[config.mk]
export PLATFORM = sky130hd
export DESIGN_NAME = tuss_burst_gen
export DESIGN_NICKNAME = d
export VERILOG_FILES = /design/src/rtl/tuss_pkg.sv /design/src/rtl/tuss_phase_gen.sv /design/src/rtl/tuss_burst_gen.sv
export SDC_FILE = /design/constraint.sdc
export NUM_CORES = 1
export LEC_CHECK = 0
export CORE_UTILIZATION = 30
export CTS_BUF_LIST = sky130_fd_sc_hd__clkbuf_2 sky130_fd_sc_hd__clkbuf_4 sky130_fd_sc_hd__clkbuf_8
export DETAILED_ROUTE_END_ITERATION = 12
export PLACE_DENSITY_LB_ADDON = 0.05
export RECOVER_POWER = 25
export SETUP_SLACK_MARGIN = 0.5
export SLEW_MARGIN = 20
export SYNTH_ARGS = -nofsm -noshare
export SYNTH_HDL_FRONTEND = slang
export SYNTH_SLANG_ARGS = --single-unit
[constraint.sdc]
create_clock -name gclk -period 2.7 [get_ports gclk]
set_clock_uncertainty 0.1 [all_clocks]
set_input_delay 0.54 -clock gclk [delete_from_list [all_inputs] [get_ports gclk]]
set_output_delay 0.54 -clock gclk [all_outputs]
set_load 0.01 [all_outputs]
[src/rtl/tuss_pkg.sv]
// Shared definitions for the TUSS ultrasonic burst driver: FSM state
// encoding, default 40 kHz timing constants, IO mode encodings and the
// IO1/IO2 waveform decode used by the phase generator.
package tuss_pkg;

    typedef enum logic [1:0] {
        ST_IDLE   = 2'd0,
        ST_DRIVE  = 2'd1,
        ST_FINISH = 2'd2
    } tuss_state_t;

    // 50 MHz system clock, 40 kHz excitation -> 625 clocks per half-period.
    localparam int HALF_CYCLES_40K = 625;
    localparam int PULSE_NUM_DEF   = 16;
    localparam int DEAD_CYCLES_DEF = 10;

    localparam logic IO_MODE_SE   = 1'b0;
    localparam logic IO_MODE_COMP = 1'b1;

    localparam int PH_W   = 13;
    localparam int PCNT_W = 8;

    // Returns {io1, io2} for a phase position within one excitation period.
    // Single-ended: IO1 is a steady enable and IO2 carries the square wave.
    // Complementary: each pin owns one half-period, and the first `dead`
    // clocks of every half-period keep both pins low so the driver's
    // bridge never conducts through both legs at once.
    function automatic logic [1:0] io_decode(
        input logic [PH_W-1:0] ph,
        input logic            mode,
        input logic [PH_W-1:0] half,
        input logic [PH_W-1:0] dead,
        input logic [PH_W-1:0] half_dead
    );
        logic [1:0] io;
        if (mode == IO_MODE_COMP) begin
            io[1] = (ph >= dead) && (ph < half);
            io[0] = (ph >= half_dead);
        end else begin
            io[1] = 1'b1;
            io[0] = (ph < half);
        end
        return io;
    endfunction

endpackage

[src/rtl/tuss_phase_gen.sv]
// Excitation phase counter and IO1/IO2 waveform generator. The counter
// sweeps one full excitation period and wraps; pin levels are registered
// from the *next* phase value so they line up with the counter and the
// parent's state without an extra cycle of latency.
module tuss_phase_gen
    import tuss_pkg::*;
#(
    parameter int HALF_CYCLES = HALF_CYCLES_40K,
    parameter int DEAD_CYCLES = DEAD_CYCLES_DEF
) (
    input  logic gclk,
    input  logic rstn,
    input  logic start,        // entering DRIVE this cycle: restart phase, latch mode
    input  logic active,       // currently in DRIVE
    input  logic run,          // will be in DRIVE next cycle
    input  logic io_mode,
    output logic io1,
    output logic io2,
    output logic period_done   // last phase of the current period
);

    localparam logic [PH_W-1:0] PH_HALF      = PH_W'(HALF_CYCLES);
    localparam logic [PH_W-1:0] PH_DEAD      = PH_W'(DEAD_CYCLES);
    localparam logic [PH_W-1:0] PH_HALF_DEAD = PH_W'(HALF_CYCLES + DEAD_CYCLES);
    localparam logic [PH_W-1:0] PH_LAST      = PH_W'(2 * HALF_CYCLES - 1);

    logic [PH_W-1:0] ph;
    logic [PH_W-1:0] ph_next;
    logic            mode;
    logic            mode_eff;
    logic [1:0]      io_next;

    // The mode sampled on the start cycle applies to the very first phase.
    always_comb begin
        mode_eff = start ? io_mode : mode;
    end

    // Phase advance: restart on entry, count while driving, park at zero otherwise.
    always_comb begin
        ph_next = '0;
        if (run && !start) begin
            ph_next = (ph == PH_LAST) ? '0 : ph + 1'b1;
        end
    end

    // Pin levels for the upcoming cycle; both low whenever DRIVE is left.
    always_comb begin
        io_next = 2'b00;
        if (run) begin
            io_next = io_decode(ph_next, mode_eff, PH_HALF, PH_DEAD, PH_HALF_DEAD);
        end
    end

    // Period wrap strobe to the parent FSM.
    always_comb begin
        period_done = active && (ph == PH_LAST);
    end

    // Phase, latched mode and pin registers.
    always_ff @(posedge gclk or negedge rstn) begin
        if (!rstn) begin
            ph   <= '0;
            mode <= 1'b0;
            io1  <= 1'b0;
            io2  <= 1'b0;
        end else begin
            ph   <= ph_next;
            mode <= mode_eff;
            io1  <= io_next[1];
            io2  <= io_next[0];
        end
    end

endmodule

[src/rtl/tuss_burst_gen.sv]
// TUSS transducer burst driver. A level request in IDLE launches a burst
// of PULSE_NUM excitation periods on IO1/IO2; completion is flagged on
// burst_finish and held until the controller clears it with burst_rstn
// low. burst_rstn low during a burst aborts it without flagging finish.
module tuss_burst_gen
    import tuss_pkg::*;
#(
    parameter int HALF_CYCLES = HALF_CYCLES_40K,
    parameter int PULSE_NUM   = PULSE_NUM_DEF,
    parameter int DEAD_CYCLES = DEAD_CYCLES_DEF
) (
    input  logic       gclk,
    input  logic       rstn,
    input  logic       burst_en,
    input  logic       burst_rstn,
    input  logic       io_mode,
    output logic       io1,
    output logic       io2,
    output logic       burst_finish,
    output logic       busy,
    output logic [7:0] pulse_cnt
);

    localparam logic [PCNT_W-1:0] PCNT_LAST = PCNT_W'(PULSE_NUM - 1);

    tuss_state_t       state;
    tuss_state_t       state_next;
    logic              period_done;
    logic              start;
    logic              active;
    logic              run;
    logic              busy_next;
    logic              finish_next;
    logic [PCNT_W-1:0] pulse_cnt_next;

    tuss_phase_gen #(
        .HALF_CYCLES (HALF_CYCLES),
        .DEAD_CYCLES (DEAD_CYCLES)
    ) u_phase_gen (
        .gclk        (gclk),
        .rstn        (rstn),
        .start       (start),
        .active      (active),
        .run         (run),
        .io_mode     (io_mode),
        .io1         (io1),
        .io2         (io2),
        .period_done (period_done)
    );

    // State register plus the registered status outputs.
    always_ff @(posedge gclk or negedge rstn) begin
        if (!rstn) begin
            state        <= ST_IDLE;
            busy         <= 1'b0;
            burst_finish <= 1'b0;
            pulse_cnt    <= '0;
        end else begin
            state        <= state_next;
            busy         <= busy_next;
            burst_finish <= finish_next;
            pulse_cnt    <= pulse_cnt_next;
        end
    end

    // Next-state logic; a low burst_rstn always wins over a request.
    always_comb begin
        state_next = state;
        case (state)
            ST_IDLE: begin
                if (burst_en && burst_rstn) begin
                    state_next = ST_DRIVE;
                end
            end
            ST_DRIVE: begin
                if (!burst_rstn) begin
                    state_next = ST_IDLE;
                end else if (period_done && (pulse_cnt == PCNT_LAST)) begin
                    state_next = ST_FINISH;
                end
            end
            ST_FINISH: begin
                if (!burst_rstn) begin
                    state_next = ST_IDLE;
                end
            end
            default: state_next = ST_IDLE;
        endcase
    end

    // Output/next-value logic for the status registers and phase generator controls.
    always_comb begin
        active         = (state == ST_DRIVE);
        run            = (state_next == ST_DRIVE);
        start          = (state == ST_IDLE) && (state_next == ST_DRIVE);
        busy_next      = (state_next != ST_IDLE);
        finish_next    = (state_next == ST_FINISH);
        pulse_cnt_next = pulse_cnt;
        if (state_next == ST_IDLE || start) begin
            pulse_cnt_next = '0;
        end else if (active && period_done) begin
            pulse_cnt_next = pulse_cnt + 1'b1;
        end
    end

endmodule

==> results.md <==
- Top_reg_cell synth: dfrtp_1
- Synthesis-to-finish area growth: 29.32%
- Chip height: 75.04 µm
- Netlist cell types: 43
- 1st-pass router iterations: 4
- Cells along the critical path: clkdlybuf4s50_1 -> and3b_1 -> nand2_1 -> a211oi_2 -> o2111ai_1 -> a21bo_1 -> a221oi_2
- H-tree levels: 1
- VDD IR max: approximately 0.2 mV
- Dpl hpwl: approximately 2600 µm
- Rows: 26
- WL/cell: 14.01 µm
- Net Sw Frac: 0.2262
- TNS Setup: 0 ns
- Synthesized Nets: 181
- CTS tree: done
- Critical path startpoint category: input port
- FF/Latch Area: between 700 and 800 µm²
- Root Buffer: clkbuf_8
- Grt total ovfl: 0
- Vias: 1330
- EDFF count, synth: 0
- Clock Tree Buf Depth: 2
- Slew @ Worst Pin: 0.5761 ns
- Critical Path RT: 2.76 ns
- CTS Buf Count: 3
- Non-filler instance count after layout: between 200 and 300
- Seq cells post-synth: 28
- Met1 track demand over resource: 0.2013
- RSZ-0062 raised after global routing: yes
- Num Clock Sinks: 28
- Max Clock Freq: approximately 470 MHz
- Total Power: 853.1 µW
- Crit Path Class: in2reg
- Ports: 17
- Worst-path clk slew: 0.11 ns
- First-pass GRT wire length: slightly below 6000 µm
- Final GP Congestion: between 0.8 and 0.9
- Hold WC Path Type: reg2reg
- Internal power: 660.1 µW
- Chip width: roughly 75 µm
- Initial DRC Count: 35
- Final standard cell utilization of the core: 0.4052
- Arrival time at the worst endpoint: around 2.2 ns
- Nets: 207
- Routed Wire Length: ~3800 µm
- Largest stage delay on the critical path: 0.60 ns
- Final hold vios: 0
- Met2 Track Usage GR: 0.2102
- Starting Density: 0.3133
- Clk pwr share: 0.405
- Flop pwr share: 0.509
- Max-cap violations: 0
- Core Area: 5107 µm²
- Pin count of the biggest net entering global routing: 29
- Worst setup EP type: flip-flop
- Fraction of layout cells with a size suffix above 1: 0.1919
- Worst Path Max Fanout: 8
- Vias/cell: 4.963
- I/O Buffers: 16
- Status: completed
- Post-route ant nets: 0
- Area of the multi-input gates: 938.4 µm²
- Hold buffer count at CTS: 0
- PD cells: 412.2 nW/µm²
- LEAKAGE: 0.8308 nW
- GRT Util Overall: 0.1390
- Fillers: 516
- Vias in the first global route: around 1200
- DRC: 0
- Initial antenna violation count: 0
- Final setup fails: 0
- Post-Synthesis Cells: 173
- Buffers and inverters on the worst path: 1
- Ant diodes: 0
- Avg Cell Area, Syn: 9.250 µm²
- Clock insertion delay at the later pin of the skew report: approximately 0.28 ns
- Global routing's busiest layer: met2
- CP max-delay cell: clkdlybuf4s50_1
- Switching Power: 193.0 µW
- GR Layer Usage met3: 0.02008
- Crit-path leading delay family: compound AO/OA/AOI/OAI gates
- Count of pins over their slew limit: 0
- Yosys warns: 0
- Final Cycle Share: 0.7954
- Post-synthesis sequential area ratio: 0.4378
- Slack of the critical path: 0.5525 ns
- Dpl ws: ~0.20 ns
- Die area: 5630 µm²
- Slew margin rel.: 0.6134
- Combinational power share: 0.086
- Synth Cell Area: 1600 µm²
- Post-Place Cells: 255
- Share of synthesized registers carrying an async set or reset: 1.000
- Min cycle time layout: 2.147 ns
tightest hold or removal path: stages, from the launching register on:
cell and delay [ns]:
dfrtp_1 0.39, xor2_1 0.08, nor2_1 0.07
power groups by stage:
stage / registers, mW / clock network, mW / logic (mW)
3_3_place_gp: 0.443 / 0 / 0.0605
4_1_cts: 0.434 / 0.355 / 0.0667
2_1_floorplan: 0.442 / 0 / 0.0290
5_1_grt: 0.436 / 0.369 / 0.0816
6_report: 0.434 / 0.345 / 0.0735
3_5_place_dp: 0.443 / 0 / 0.0612
synthesized netlist by cell type (2+ instances only):
cell type / instances / area [µm²]
dfrtp_1: 28 / 700.7
nand4_1: 5 / 31.28
o21a_1: 5 / 37.54
mux2i_1: 2 / 20.02
and3_1: 2 / 12.51
xnor2_1: 9 / 78.83
a21oi_1: 7 / 35.03
and4_1: 2 / 17.52
buf_2: 2 / 10.01
nor3_1: 3 / 15.01
inv_1: 4 / 15.01
or3_1: 5 / 31.28
nand3_1: 8 / 40.04
nand2_1: 11 / 41.29
buf_4: 3 / 22.52
nand2b_1: 2 / 12.51
a211oi_1: 3 / 22.52
o21ai_0: 6 / 30.03
xor2_1: 10 / 87.58
ha_1: 3 / 37.54
a221oi_1: 2 / 17.52
nor2b_1: 2 / 12.51
nor2_1: 28 / 105.1
nor3b_1: 2 / 15.01
worst paths after layout:
path                                    from           endpoint  slack, ns  depth (start not counted)
max                               burst_rstn    u_phase_gen.io2       0.55                          7
min                             pulse_cnt[7]       pulse_cnt[7]       0.47                          2
max reg2reg                u_phase_gen.ph[0]    u_phase_gen.io2       0.59                          7
min reg2reg                     pulse_cnt[7]       pulse_cnt[7]       0.47                          2
max in group asynchronous               rstn  u_phase_gen.ph[6]       1.61                          2
min in group asynchronous               rstn  u_phase_gen.ph[8]       0.60                          2
cell type report:
| cell class | instances | area share |
|---|---|---|
| Multi-Input combinational cell | 134 | 0.4534 |
| Sequential cell | 28 | 0.3416 |
| Timing Repair Buffer | 28 | 0.1209 |
| Tap cell | 70 | 0.04232 |
| Clock buffer | 3 | 0.01995 |
| Clock inverter | 1 | 0.01451 |
| Inverter | 4 | 0.007255 |
layer usage:
layer  share of wire  vias up
li1                -      661
met5               0        -
met1            0.52      647
met4           0.014        0
met3           0.026        5
met2            0.44       17
per-stage QoR:
step	cell area (µm²)	hold slack, ns
after floorplan	1600	0.1444
after global placement	1829	0.4385
after detailed placement	1829	0.4517
after CTS	1959	0.4788
after global routing	2069	0.5147
final	2069	0.4737
kinds of logic (layout without fill, tap and decap cells):
kind of cell	count (synthesis)	in the layout	synth area share
compound gates	32	32	0.1337
flops	28	28	0.4378
buf+inv	11	36	0.03517
mux	2	2	0.01251
xor+xnor	19	19	0.1040
fa+ha+maj	3	3	0.02346
simple gates	78	78	0.2533
what timing repair did:
item | in CTS | in global routing
gates cloned | 0 | 0
resized for setup | 10 | 15
buffers inserted | 4 | 5
pin swaps | 0 | 2
endpoints found under the hold margin | 0 | 0
endpoints found under the setup margin | 10 | 5
state kept, by name, summed over array words and instances (netlist names):
register and count:
u_phase_gen.ph 13, pulse_cnt 8, state 2, burst_finish 1, busy 1, u_phase_gen.io1 1
u_phase_gen.io2 1, u_phase_gen.mode 1
cells in the final DEF (no fill, tap or decap), drive strengths merged, types with 3 or more instances in the layout:
master          n
ha              3
o21ai           7
o21a            5
xnor2           9
inv             4
a211oi          3
xor2           10
or3             5
clkbuf          3
clkdlybuf4s50  15
nand2          11
nor3            3
nor2           28
nand3           8
dfrtp          28
a21oi           7
nand4           6
buf            12
No activity file was read; power rests on OpenSTA's default activity.
